$ cat config.mk
export PLATFORM = sky130hd
export DESIGN_NAME = divider_n_bit_signed
export DESIGN_NICKNAME = d
export VERILOG_FILES = /design/src/rtl/alu_pkg.sv /design/src/rtl/abs_n_bit.sv /design/src/rtl/divider_n_bit_signed.sv
export SDC_FILE = /design/constraint.sdc
export NUM_CORES = 1
export LEC_CHECK = 0
export CAP_MARGIN = 20
export CORE_MARGIN = 2
export CORE_UTILIZATION = 55
export DETAILED_ROUTE_END_ITERATION = 7
export GPL_TIMING_DRIVEN = 1
export PLACE_DENSITY_LB_ADDON = 0.08
export SLEW_MARGIN = 20
export SYNTH_ARGS = -nofsm -noshare
export SYNTH_HDL_FRONTEND = slang
export SYNTH_HIERARCHICAL = 1
export SYNTH_SLANG_ARGS = --single-unit
$ cat constraint.sdc
create_clock -name clk -period 2.45 [get_ports clk]
set_input_delay 0.49 -clock clk [delete_from_list [all_inputs] [get_ports clk]]
set_output_delay 0.49 -clock clk [all_outputs]
set_load 0.05 [all_outputs]
$ cat src/rtl/alu_pkg.sv
// Shared ALU definitions: sequencer state encodings, result flag positions and the
// iteration-counter width helper used by the multi-cycle multiplier and divider.
package alu_pkg;

  localparam logic [1:0] StateIdle = 2'd0;
  localparam logic [1:0] StateCalc = 2'd1;
  localparam logic [1:0] StateFix  = 2'd2;

  typedef enum logic [1:0] {
    StIdle = StateIdle,
    StCalc = StateCalc,
    StFix  = StateFix
  } alu_state_e;

  localparam int unsigned FlagDivZero  = 0;
  localparam int unsigned FlagOverflow = 1;
  localparam int unsigned NumFlags     = 2;

  // Enough bits to count 0..w iterations.
  function automatic int unsigned cnt_width(input int unsigned w);
    return $clog2(w + 1);
  endfunction

endpackage

$ cat src/rtl/abs_n_bit.sv
// Combinational conditional two's-complement negate: yields |value| when negate is the
// operand's sign bit, or applies a result sign fix-up when negate is a sign mismatch.
module abs_n_bit #(
  parameter int unsigned W = 4
) (
  input  logic [W-1:0] value,
  input  logic         negate,
  output logic [W-1:0] mag
);

  // -(-2^(W-1)) wraps to 2^(W-1), which is the correct unsigned magnitude.
  always_comb begin
    mag = value;
    if (negate) begin
      mag = (~value) + {{(W-1){1'b0}}, 1'b1};
    end
  end

endmodule

$ cat src/rtl/divider_n_bit_signed.sv
// Sequential signed restoring divider: n quotient bits, one per cycle, then a sign-fix cycle.
// Optional build macro DIV_FAST_ZERO_EN skips the iteration phase for a zero divisor.
module divider_n_bit_signed
  import alu_pkg::*;
#(
  parameter int unsigned n = 4
) (
  input  logic         clk,
  input  logic         rst_n,
  input  logic         start,
  input  logic [n-1:0] dividend,
  input  logic [n-1:0] divisor,
  output logic         busy,
  output logic         valid,
  output logic [n-1:0] quotient,
  output logic [n-1:0] remainder,
  output logic         div_zero,
  output logic         overflow
);

  localparam int unsigned CntW = cnt_width(n);
  localparam logic [CntW-1:0] CntLast = CntW'(n - 1);
  localparam logic [n-1:0] MinVal = {1'b1, {(n-1){1'b0}}};

  alu_state_e          state_q;
  logic [n:0]          rem_q;
  logic [n-1:0]        dq_q;
  logic [n-1:0]        dvs_q;
  logic [n-1:0]        dvd_q;
  logic                sa_q;
  logic                sb_q;
  logic [CntW-1:0]     cnt_q;
  logic [NumFlags-1:0] flags_q;

  logic [n-1:0] dvd_mag;
  logic [n-1:0] dvs_mag;
  logic [n-1:0] q_signed;
  logic [n-1:0] r_signed;
  logic [n+1:0] shifted;
  logic [n+1:0] diff;
  logic         trial_ok;
  logic [NumFlags-1:0] flags_in;

  abs_n_bit #(.W(n)) u_abs_dvd (
    .value  (dividend),
    .negate (dividend[n-1]),
    .mag    (dvd_mag)
  );

  abs_n_bit #(.W(n)) u_abs_dvs (
    .value  (divisor),
    .negate (divisor[n-1]),
    .mag    (dvs_mag)
  );

  // Quotient is negative when operand signs differ; remainder follows the dividend.
  abs_n_bit #(.W(n)) u_fix_quo (
    .value  (dq_q),
    .negate (sa_q ^ sb_q),
    .mag    (q_signed)
  );

  abs_n_bit #(.W(n)) u_fix_rem (
    .value  (rem_q[n-1:0]),
    .negate (sa_q),
    .mag    (r_signed)
  );

  always_comb begin
    shifted  = {rem_q, dq_q[n-1]};
    diff     = shifted - {2'b00, dvs_q};
    trial_ok = ~diff[n+1];
    flags_in = '0;
    flags_in[FlagDivZero]  = (divisor == '0);
    flags_in[FlagOverflow] = (dividend == MinVal) && (divisor == '1);
  end

  always_ff @(posedge clk or negedge rst_n) begin
    if (!rst_n) begin
      state_q   <= StIdle;
      rem_q     <= '0;
      dq_q      <= '0;
      dvs_q     <= '0;
      dvd_q     <= '0;
      sa_q      <= 1'b0;
      sb_q      <= 1'b0;
      cnt_q     <= '0;
      flags_q   <= '0;
      busy      <= 1'b0;
      valid     <= 1'b0;
      quotient  <= '0;
      remainder <= '0;
      div_zero  <= 1'b0;
      overflow  <= 1'b0;
    end else begin
      valid <= 1'b0;
      case (state_q)
        StIdle: begin
          if (start) begin
            dvd_q   <= dividend;
            sa_q    <= dividend[n-1];
            sb_q    <= divisor[n-1];
            dq_q    <= dvd_mag;
            dvs_q   <= dvs_mag;
            rem_q   <= '0;
            cnt_q   <= '0;
            flags_q <= flags_in;
            busy    <= 1'b1;
`ifdef DIV_FAST_ZERO_EN
            state_q <= flags_in[FlagDivZero] ? StFix : StCalc;
`else
            state_q <= StCalc;
`endif
          end
        end
        StCalc: begin
          rem_q <= trial_ok ? diff[n:0] : shifted[n:0];
          dq_q  <= {dq_q[n-2:0], trial_ok};
          cnt_q <= cnt_q + 1'b1;
          if (cnt_q == CntLast) begin
            state_q <= StFix;
          end
        end
        StFix: begin
          // MIN / -1 needs no override: the magnitude 2^(n-1) wraps back to MIN.
          quotient  <= flags_q[FlagDivZero] ? '1 : q_signed;
          remainder <= flags_q[FlagDivZero] ? dvd_q : r_signed;
          div_zero  <= flags_q[FlagDivZero];
          overflow  <= flags_q[FlagOverflow];
          valid     <= 1'b1;
          busy      <= 1'b0;
          state_q   <= StIdle;
        end
        default: state_q <= StIdle;
      endcase
    end
  end

endmodule
==> impl_metrics.tcl <==
set metrics [dict create \
    yosys_register_bits 37 \
    cts_hold_buf 0 \
    tightest_slew_ps 509 \
    r2r_slack_ps 270 \
    status "complete, no violations" \
    ys_seq_area_share_pct 45.5 \
    syn_nets 245 \
    setup_viol 0 \
    worstSkewPairLatency_ps 290 \
    grt_max_degree 38 \
    cts_tree "built" \
    required_ps 2620 \
    ctsResizeCount 0 \
    rows 22 \
    grt_use_total_pct 22.3 \
    synth_fa_ha_area_share_pct 7.14 \
    synth_compound_area_share_pct 13.7 \
    synthCells 223 \
    max_slew_margin_pct 66.0 \
    antenna_found_initial 0 \
    wl_met2_um 2070 \
    wl_per_cell_um 13.9 \
    rr_startpoint "rem_q[1]" \
    setup_tns_ps 0 \
    highest_layer "met4" \
    grt_pass1_vias 1554 \
    ant_nets 0 \
    yosysWarnings 6 \
    cts_root_buf "clkbuf_8" \
    period_share_pct 88.9 \
    clock.fmax_mhz 459 \
    die_h_um 64.8 \
    crit_type "reg2reg" \
    final_util_pct 65.8 \
    cts.reportedPaths.clkPinSlew_ps 70 \
    synth-xor-area-share_pct 4.31 \
    fin_skew_ps 5.15 \
    drv_cap 0 \
    syn_area_um2 2030 \
    clk_path_buf_depth 2 \
    fin_crit_ps 2180 \
    synth_cell_types 35 \
    globalplace.congestion 0.963 \
    p_leak_nw 1.10 \
    start_util_pct 56.4 \
    worstHoldStart "remainder[3]" \
    power_density_nw_per_um2 1470 \
    wl_um 4110 \
    maxSlewViolCount 0 \
    path_max_fanout 6 \
    synthFlopType "dfrtp_1" \
    async_flop_share_pct 100 \
    hold_violations 0 \
    cp.arrival_ps 2350 \
    routed-via-count 1574 \
    wl_met1_um 1800 \
    whs_path_depth 2 \
    diodes 0 \
    grt_pass1_wl_um 7120 \
    hpwl_um 3060 \
    rsz0062_at_grt "no" \
    synth-simple-area-share_pct 20.5 \
    placed_cells 287 \
    numCtsBuffers 5 \
    hold_slack_ps 478 \
    vdd_drop_max_mv 0.813 \
    startpoint_type "flip-flop" \
    fin_cells 295 \
    timing.rr.end "rem_q[3]" \
    drt-initial-drc-count 98 \
    ios 23 \
    crit_path_end_kind "flip-flop" \
    drive_gt1_share_pct 7.69 \
    cts_setup_buffers 0 \
    synth_top_family_by_area "simple AND/OR/NAND/NOR gates" \
    r2r_cells 6 \
    drc 0 \
    grt-ovfl-total 0 \
    synth_mux_area_share_pct 3.08 \
    die-area_um2 4200 \
    dr.pass1.iters 4 \
    syn-mean-instance-area_um2 9.12 \
    wl_met3_um 178 \
    holdPathEnd "remainder[3]" \
    cts_sinks 37 \
    core_um2 3610 \
    worstHoldPathType "reg2reg" \
    die_x_um 64.8 \
    via_per_inst 5.34 \
    ctsHtreeMaxLevel 2 \
    fin_nets 268 \
    area_growth_pct 16.7 \
    synth_edf_count 0 \
    numPortBuffers 22 \
]
[Yosys cell counts (3+ instances only)]
| master | instances | area, um^2 |
|---|---|---|
| mux2i_1 | 4 | 40.0 |
| o211ai_1 | 4 | 30.0 |
| dfrtp_1 | 37 | 926 |
| nand2_1 | 49 | 184 |
| nand4_1 | 3 | 18.8 |
| nand2b_1 | 7 | 43.8 |
| inv_1 | 16 | 60.1 |
| nand3_1 | 9 | 45.0 |
| o21ai_0 | 19 | 95.1 |
| xnor2_1 | 8 | 70.1 |
| clkbuf_1 | 6 | 22.5 |
| buf_4 | 4 | 30.0 |
| nor2_1 | 11 | 41.3 |
| a21oi_1 | 5 | 25.0 |
| a22oi_1 | 3 | 22.5 |
| o31ai_2 | 4 | 50.1 |
| ha_1 | 10 | 125 |
[metal layers]
metal	global-route usage (%)	vias to the layer above
met5	0	-
li1	-	792
met4	7.71	0
met1	28.2	741
met2	37.9	35
met3	4.69	6
[cell families after synthesis]
kind of cell	count (synthesis)
xor gates and xnor gates	10
buffers and inverters	27
adders and majority gates	11
muxes	6
DFF	37
AOI/OAI and AO/OA	42
and+or+nand+nor	90
[worst max-delay path: stages, from the launching register on]
cell	delay [ps]
dfrtp_1	440
ha_1	370
o21ai_1	130
a21oi_1	90
or4_1	520
and2_4	220
a221o_1	280
[how the worst max path moves through the flow]
stage / end / from / depth (start not counted) / slack [ps]
after floorplan: rem_q[3] / rem_q[1] / 7 / 400
after global placement: rem_q[3] / rem_q[1] / 6 / 350
after detailed placement: rem_q[3] / rem_q[1] / 6 / 300
after CTS: rem_q[3] / rem_q[1] / 6 / 290
after global routing: rem_q[3] / rem_q[1] / 6 / 150
final: rem_q[3] / rem_q[1] / 6 / 270
[power by group]
part,switching (mW),total [mW],internal [mW]
logic,1.17,1.94,0.778
registers,0.239,1.13,0.889
clock network,0.205,0.407,0.202
[flip-flops by register name (all words and copies together) (netlist names)]
register and count:
div_zero 1, busy 1, dvd_q 4, remainder 4, cnt_q 3, rem_q 5
quotient 4, sb_q 1, valid 1, flags_q 2, state_q 2, dvs_q 4
dq_q 4, overflow 1
[final cells by class]
| class | instances | area (um^2) |
|---|---|---|
| fill | 292 | 1230 |
| multi-input combinational | 159 | 990 |
| sequential | 37 | 926 |
| timing repair buffer | 27 | 258 |
| clock buffer | 8 | 80.1 |
| inverter | 16 | 60.1 |
| tap | 48 | 60.1 |
[cell usage in the layout (no fill, tap or decap), types with 2 or more instances in the layout]
cell type,instances
o31ai_1,2
xor2_1,2
nor2_1,11
inv_1,16
a22oi_1,3
buf_4,5
mux2_2,2
xnor2_1,8
mux2i_1,4
nand2_1,49
ha_1,10
or4_1,2
clkbuf_1,3
o211ai_1,4
dfrtp_1,37
nand4_1,3
o31ai_2,4
nand2b_1,7
a21oi_1,5
nand3_1,9
clkdlybuf4s50_1,22
o21ai_0,19
nor3_1,2
clkbuf_8,5
a221o_1,2
[per-stage QoR]
stage	instance area (um^2)	setup WS, ps	power, mW
after floorplan	2030	397	2.55
after global placement	2290	354	2.96
final	2370	272	3.48
after global routing	2370	146	3.77
after detailed placement	2290	298	3.08
after CTS	2370	292	3.49
(Power assumes the default switching activity.)
==> patch 1: new RTL, same settings <==
Build with the macro `DIV_FAST_ZERO_EN` defined.
--- a/src/rtl/divider_n_bit_signed.sv
+++ b/src/rtl/divider_n_bit_signed.sv
@@ -1,5 +1,7 @@
 // Sequential signed restoring divider: n quotient bits, one per cycle, then a sign-fix cycle.
 // Optional build macro DIV_FAST_ZERO_EN skips the iteration phase for a zero divisor.
+`define DIV_FAST_ZERO_EN
+
 module divider_n_bit_signed
   import alu_pkg::*;
 #(
Function: changed (a bounded check fails within 4 cycles, from zero or initial values and one cycle with rst_n low).
==> patch 1 against the unedited design <==
- power increased by 5.6%
- highest routed layer unchanged
- setup slack got worse by 0.10 ns
- wire length decreased by 4.4%
- global-route usage decreased by 0.28 points
- sequential cell count unchanged
- critical path type unchanged
- synthesized cell count decreased by 0.90%
- area after synthesis increased by 1.9%
- design area increased by 2.6%
==> patch 1: results (changes against the unedited design) <==
route:
  wl_met2_um: 1990  # was 2070 um
  viasPerCell: 5.36  # was 5.34
  met1_length_um: 1720  # was 1800 um
  met3_length_um: 163  # was 178 um
  drt_iter0_markers: 62  # was 98
setup_path:
  timing.rr.end: "rem_q[4]"  # was rem_q[3]
  reg2reg_slack_ns: 0.17  # was 0.27 ns
  reg2reg_depth: 9  # was 6
  cp_slowest_cell: "dfrtp_1"  # was or4_1
  path_delay_family: "compound AO/OA/AOI/OAI gates"  # was simple AND/OR/NAND/NOR gates
  r2r-start: "dq_q[3]"  # was rem_q[1]
  worst_path_largest_cell_delay_ns: 0.40  # was 0.52 ns
  crit_arrival_ns: 2.43  # was 2.35 ns
  crit_fanout: 3  # was 6
logic_synthesis:
  synth_area_leaders: "dfrtp_1, nand2_1, ha_1"  # unchanged
  netlist_area_mm2: 0.00207  # was 0.00203 mm2
  synth-xor-area-share_pct: 5.07  # was 4.31%
  synth_compound_area_share_pct: 14.6  # was 13.7%
  synth.area.mux_share_pct: 5.01  # was 3.08%
  synth_fa_ha_area_share_pct: 7.00  # was 7.14%
  yosysSeqAreaShare_pct: 44.7  # was 45.5%
  syn_nets: 243  # was 245
grt:
  grt_pass1_vias: 1549  # was 1,554
  grt_pass1_wl_um: 7070  # was 7120 um
  grt_util_met1_pct: 27.8  # was 28.2%
  met3_usage_pct: 5.99  # was 4.69%
  gr-usage-all-layers_pct: 22.0  # was 22.3%
place:
  gp_congestion: 0.878  # was 0.963
  hpwlAfterDp_um: 2930  # was 3060 um
  dp.cells: 281  # was 287
timing:
  worstMarginPinSlew_ns: 0.665  # was 0.509 ns
  clock_skew_ns: 0.00728  # was 0.00515 ns
power_and_ir_drop:
  power.leakage_nw: 1.13  # was 1.10 nW
  peakVddDrop_mv: 0.821  # was 0.813 mV
layout:
  nFillCells: 320  # was 292
  fin_nets: 262  # was 268
status:
  status: "completed"  # unchanged
worst_hold_path:
  hold_end: "dvd_q[0]"  # was remainder[3]
[patch 1: cell types whose count changed after synthesis, sizes merged, moves of 3 or more]
| cell | before | now |
|---|---|---|
| a21oi | 5 | 0 |
| buf | 5 | 9 |
| mux2i | 4 | 7 |
| nand4 | 3 | 0 |
| nor2 | 12 | 8 |
| nor2b | 0 | 4 |
| o211ai | 4 | 1 |
| o21ai | 20 | 26 |
[patch 1: how the worst max path moves through the flow]
stage | from | endpoint | slack (ns) | cells after the start
finish | dq_q[3] | rem_q[4] | 0.17 | 9
global route | dq_q[3] | rem_q[4] | 0.05 | 9
CTS | dq_q[3] | rem_q[4] | 0.19 | 9
detailed placement | dq_q[3] | rem_q[4] | 0.20 | 9
global placement | dq_q[3] | rem_q[4] | 0.31 | 9
floorplan | dq_q[3] | rem_q[4] | 0.38 | 9
[patch 1: power breakdown]
group          switching, W  leakage [nW]  internal (W)
logic               0.00112         0.593      0.000816
registers          0.000238         0.467      0.000879
clock network      0.000218        0.0681      0.000404
total               0.00158          1.13       0.00210
[patch 1: kinds of logic after synthesis]
family                   after synthesis
XOR/XNOR                              12
adder cells (fa/ha/maj)               11
multiplexers                          10
AO/OA/AOI/OAI                         42
flip-flops                            37
buffers and inverters                 28
AND/OR/NAND/NOR                       81
[patch 1: layout make-up]
cell class	instances	area share, %
multi-input cells	156	41.8
flip-flops and latches	37	38.0
repair buffers	25	9.96
clock buffers	5	2.82
clock inverters	3	2.67
well taps	48	2.47
inverters	15	2.31
[patch 1: per-stage QoR]
stage	utilization, %	hold WS [ns]
after floorplan	-	0.194
after global placement	63.4	0.461
after detailed placement	63.4	0.476
after CTS	67.0	0.494
after global routing	67.0	0.510
final	67.0	0.486
==> patch 2: new RTL, same settings <==
Without the edit above. Make the reset (`rst_n`) synchronous in one clocked block.
--- a/src/rtl/divider_n_bit_signed.sv
+++ b/src/rtl/divider_n_bit_signed.sv
@@ -75,7 +75,7 @@
     flags_in[FlagOverflow] = (dividend == MinVal) && (divisor == '1);
   end
 
-  always_ff @(posedge clk or negedge rst_n) begin
+  always_ff @(posedge clk) begin
     if (!rst_n) begin
       state_q   <= StIdle;
       rem_q     <= '0;
Function: differs if rst_n is asserted again (counterexample within 4 cycles, from zero or initial values and one cycle with rst_n low); with rst_n held inactive, the same outputs for 10 cycles.
==> patch 2 against the unedited design <==
- die area is 0.40% lower
- area after synthesis fell by 0.43%
- synthesized cell count grew 8.1%
- design area up 0.26%
- critical path depth shrank 5
- core utilization up 0.17 points
- wire length is 0.90% higher
- sequential cell count did not move
- highest routed layer unchanged
- setup slack gained 0.25 ns
- first-iteration DRC count fell by 9.2%
Power is not compared: it rests on default switching activity, and its combinational part moved more than twofold at a synthesized area within 25%.
==> patch 2: results (changes against the unedited design) <==
status:
  status: "completed"  # unchanged
timing:
  clock_skew_ns: 0.00303  # was 0.00515 ns
  hold_ws_ns: 0.475  # was 0.478 ns
  worstMarginPinSlew_ns: 0.736  # was 0.509 ns
route:
  drt_iter0_markers: 89  # was 98
  vias: 1699  # was 1,574
  routed_wl_um: 4140  # was 4110 um
layout:
  nFillCells: 328  # was 292
  fin_cells: 311  # was 295
  fin_nets: 284  # was 268
logic_synthesis:
  yosysSeqAreaShare_pct: 36.6  # was 45.5%
  yosysUniqueCellTypes: 49  # was 35
  synth_commonest_cells: "dfxtp_1, nand2_1, nor2_1"  # was nand2_1, dfrtp_1, o21ai_0
  synth-xor-area-share_pct: 4.76  # was 4.31%
  synth_fa_ha_area_share_pct: 7.17  # was 7.14%
  synth_compound_area_share_pct: 21.4  # was 13.7%
  synth_area_leaders: "dfxtp_1, ha_1, nand2_1"  # was dfrtp_1, nand2_1, ha_1
setup_path:
  crit_arrival_ns: 1.43  # was 2.35 ns
  worst_path_largest_cell_delay_ns: 0.80  # was 0.52 ns
  cp_slowest_cell: "clkdlybuf4s50_1"  # was or4_1
  timing.rr.end: "rem_q[0]"  # was rem_q[3]
  reg2reg_slack_ns: 0.53  # was 0.27 ns
  path_delay_family: "buffers and inverters"  # was simple AND/OR/NAND/NOR gates
grt:
  gr-usage-all-layers_pct: 23.0  # was 22.3%
  grt_pass1_wl_um: 7390  # was 7120 um
  grt_pass1_vias: 1567  # was 1,554
  grt_max_degree: 27  # was 38
worst_hold_path:
  hp-start: "dvs_q[0]"  # was remainder[3]
  hold_end: "dvs_q[0]"  # was remainder[3]
place:
  dpl_cell_area_mm2: 0.00227  # was 0.00229 mm2
  gp_congestion: 0.842  # was 0.963
-- patch 2: changes by cell type in the layout (fill, tap and decap cells not counted), sizes merged, moves of 4 or more --
cell    unedited run  this run
dfrtp             37         0
dfxtp              0        37
a21boi             0         4
a211oi             0        10
o21ai             20        10
nand3              9         5
nand2             49        32
a21oi              5        13
mux2i              4         8
nor2              12        33
-- patch 2: final cells by class --
class,instances,share of cell area [%]
Inverter,17,2.68
Clock buffer,7,4.05
Tap cell,48,2.52
Clock inverter,1,0.368
Sequential cell,37,31.1
Multi-Input combinational cell,174,48.4
Timing Repair Buffer,27,10.8
-- patch 2: per-layer routing --
metal  wire, um  part of all wire, %  GRT usage, %  vias to the layer above
met2       1840                   44          35.5                       38
met1       2020                   49          30.7                      773
met5          0                    0             0                        -
li1           -                    -             -                      876
met4        105                  2.5          10.1                        0
met3        180                  4.3          5.56                       12
-- patch 2: power breakdown --
group	internal (W)	switching [W]
sequential	0.000628	0.0000321
clock	0.000260	0.000225
combinational	0.000140	0.000155
-- patch 2: cells by family (layout without fill, tap and decap cells) --
group | after synthesis | count (layout)
AO/OA/AOI/OAI | 57 | 57
XOR/XNOR | 11 | 11
adder cells (fa/ha/maj) | 11 | 11
buffers and inverters | 30 | 52
flip-flops | 37 | 37
multiplexers | 9 | 9
AND/OR/NAND/NOR | 86 | 86
-- patch 2: per-stage QoR --
stage / utilization [%] / total power, W / setup WS, ns
finish: 66.0 / 0.00144 / 0.525
global route: 66.0 / 0.00152 / 0.383
CTS: 66.0 / 0.00145 / 0.515
detailed placement: 63.1 / 0.000966 / 0.463
global placement: 63.1 / 0.000962 / 0.489
floorplan: - / 0.000893 / 0.643
-- patch 2: worst max-delay path by stage --
stage / start / slack [ns] / depth (start not counted) / to
floorplan: rem_q[0] / 0.64 / 6 / rem_q[0]
global placement: dividend[0] / 0.49 / 7 / dq_q[2]
detailed placement: dividend[0] / 0.46 / 7 / dq_q[2]
CTS: busy / 0.51 / 1 / busy
global route: dq_q[3] / 0.38 / 9 / rem_q[4]
finish: quotient[0] / 0.53 / 1 / quotient[0]
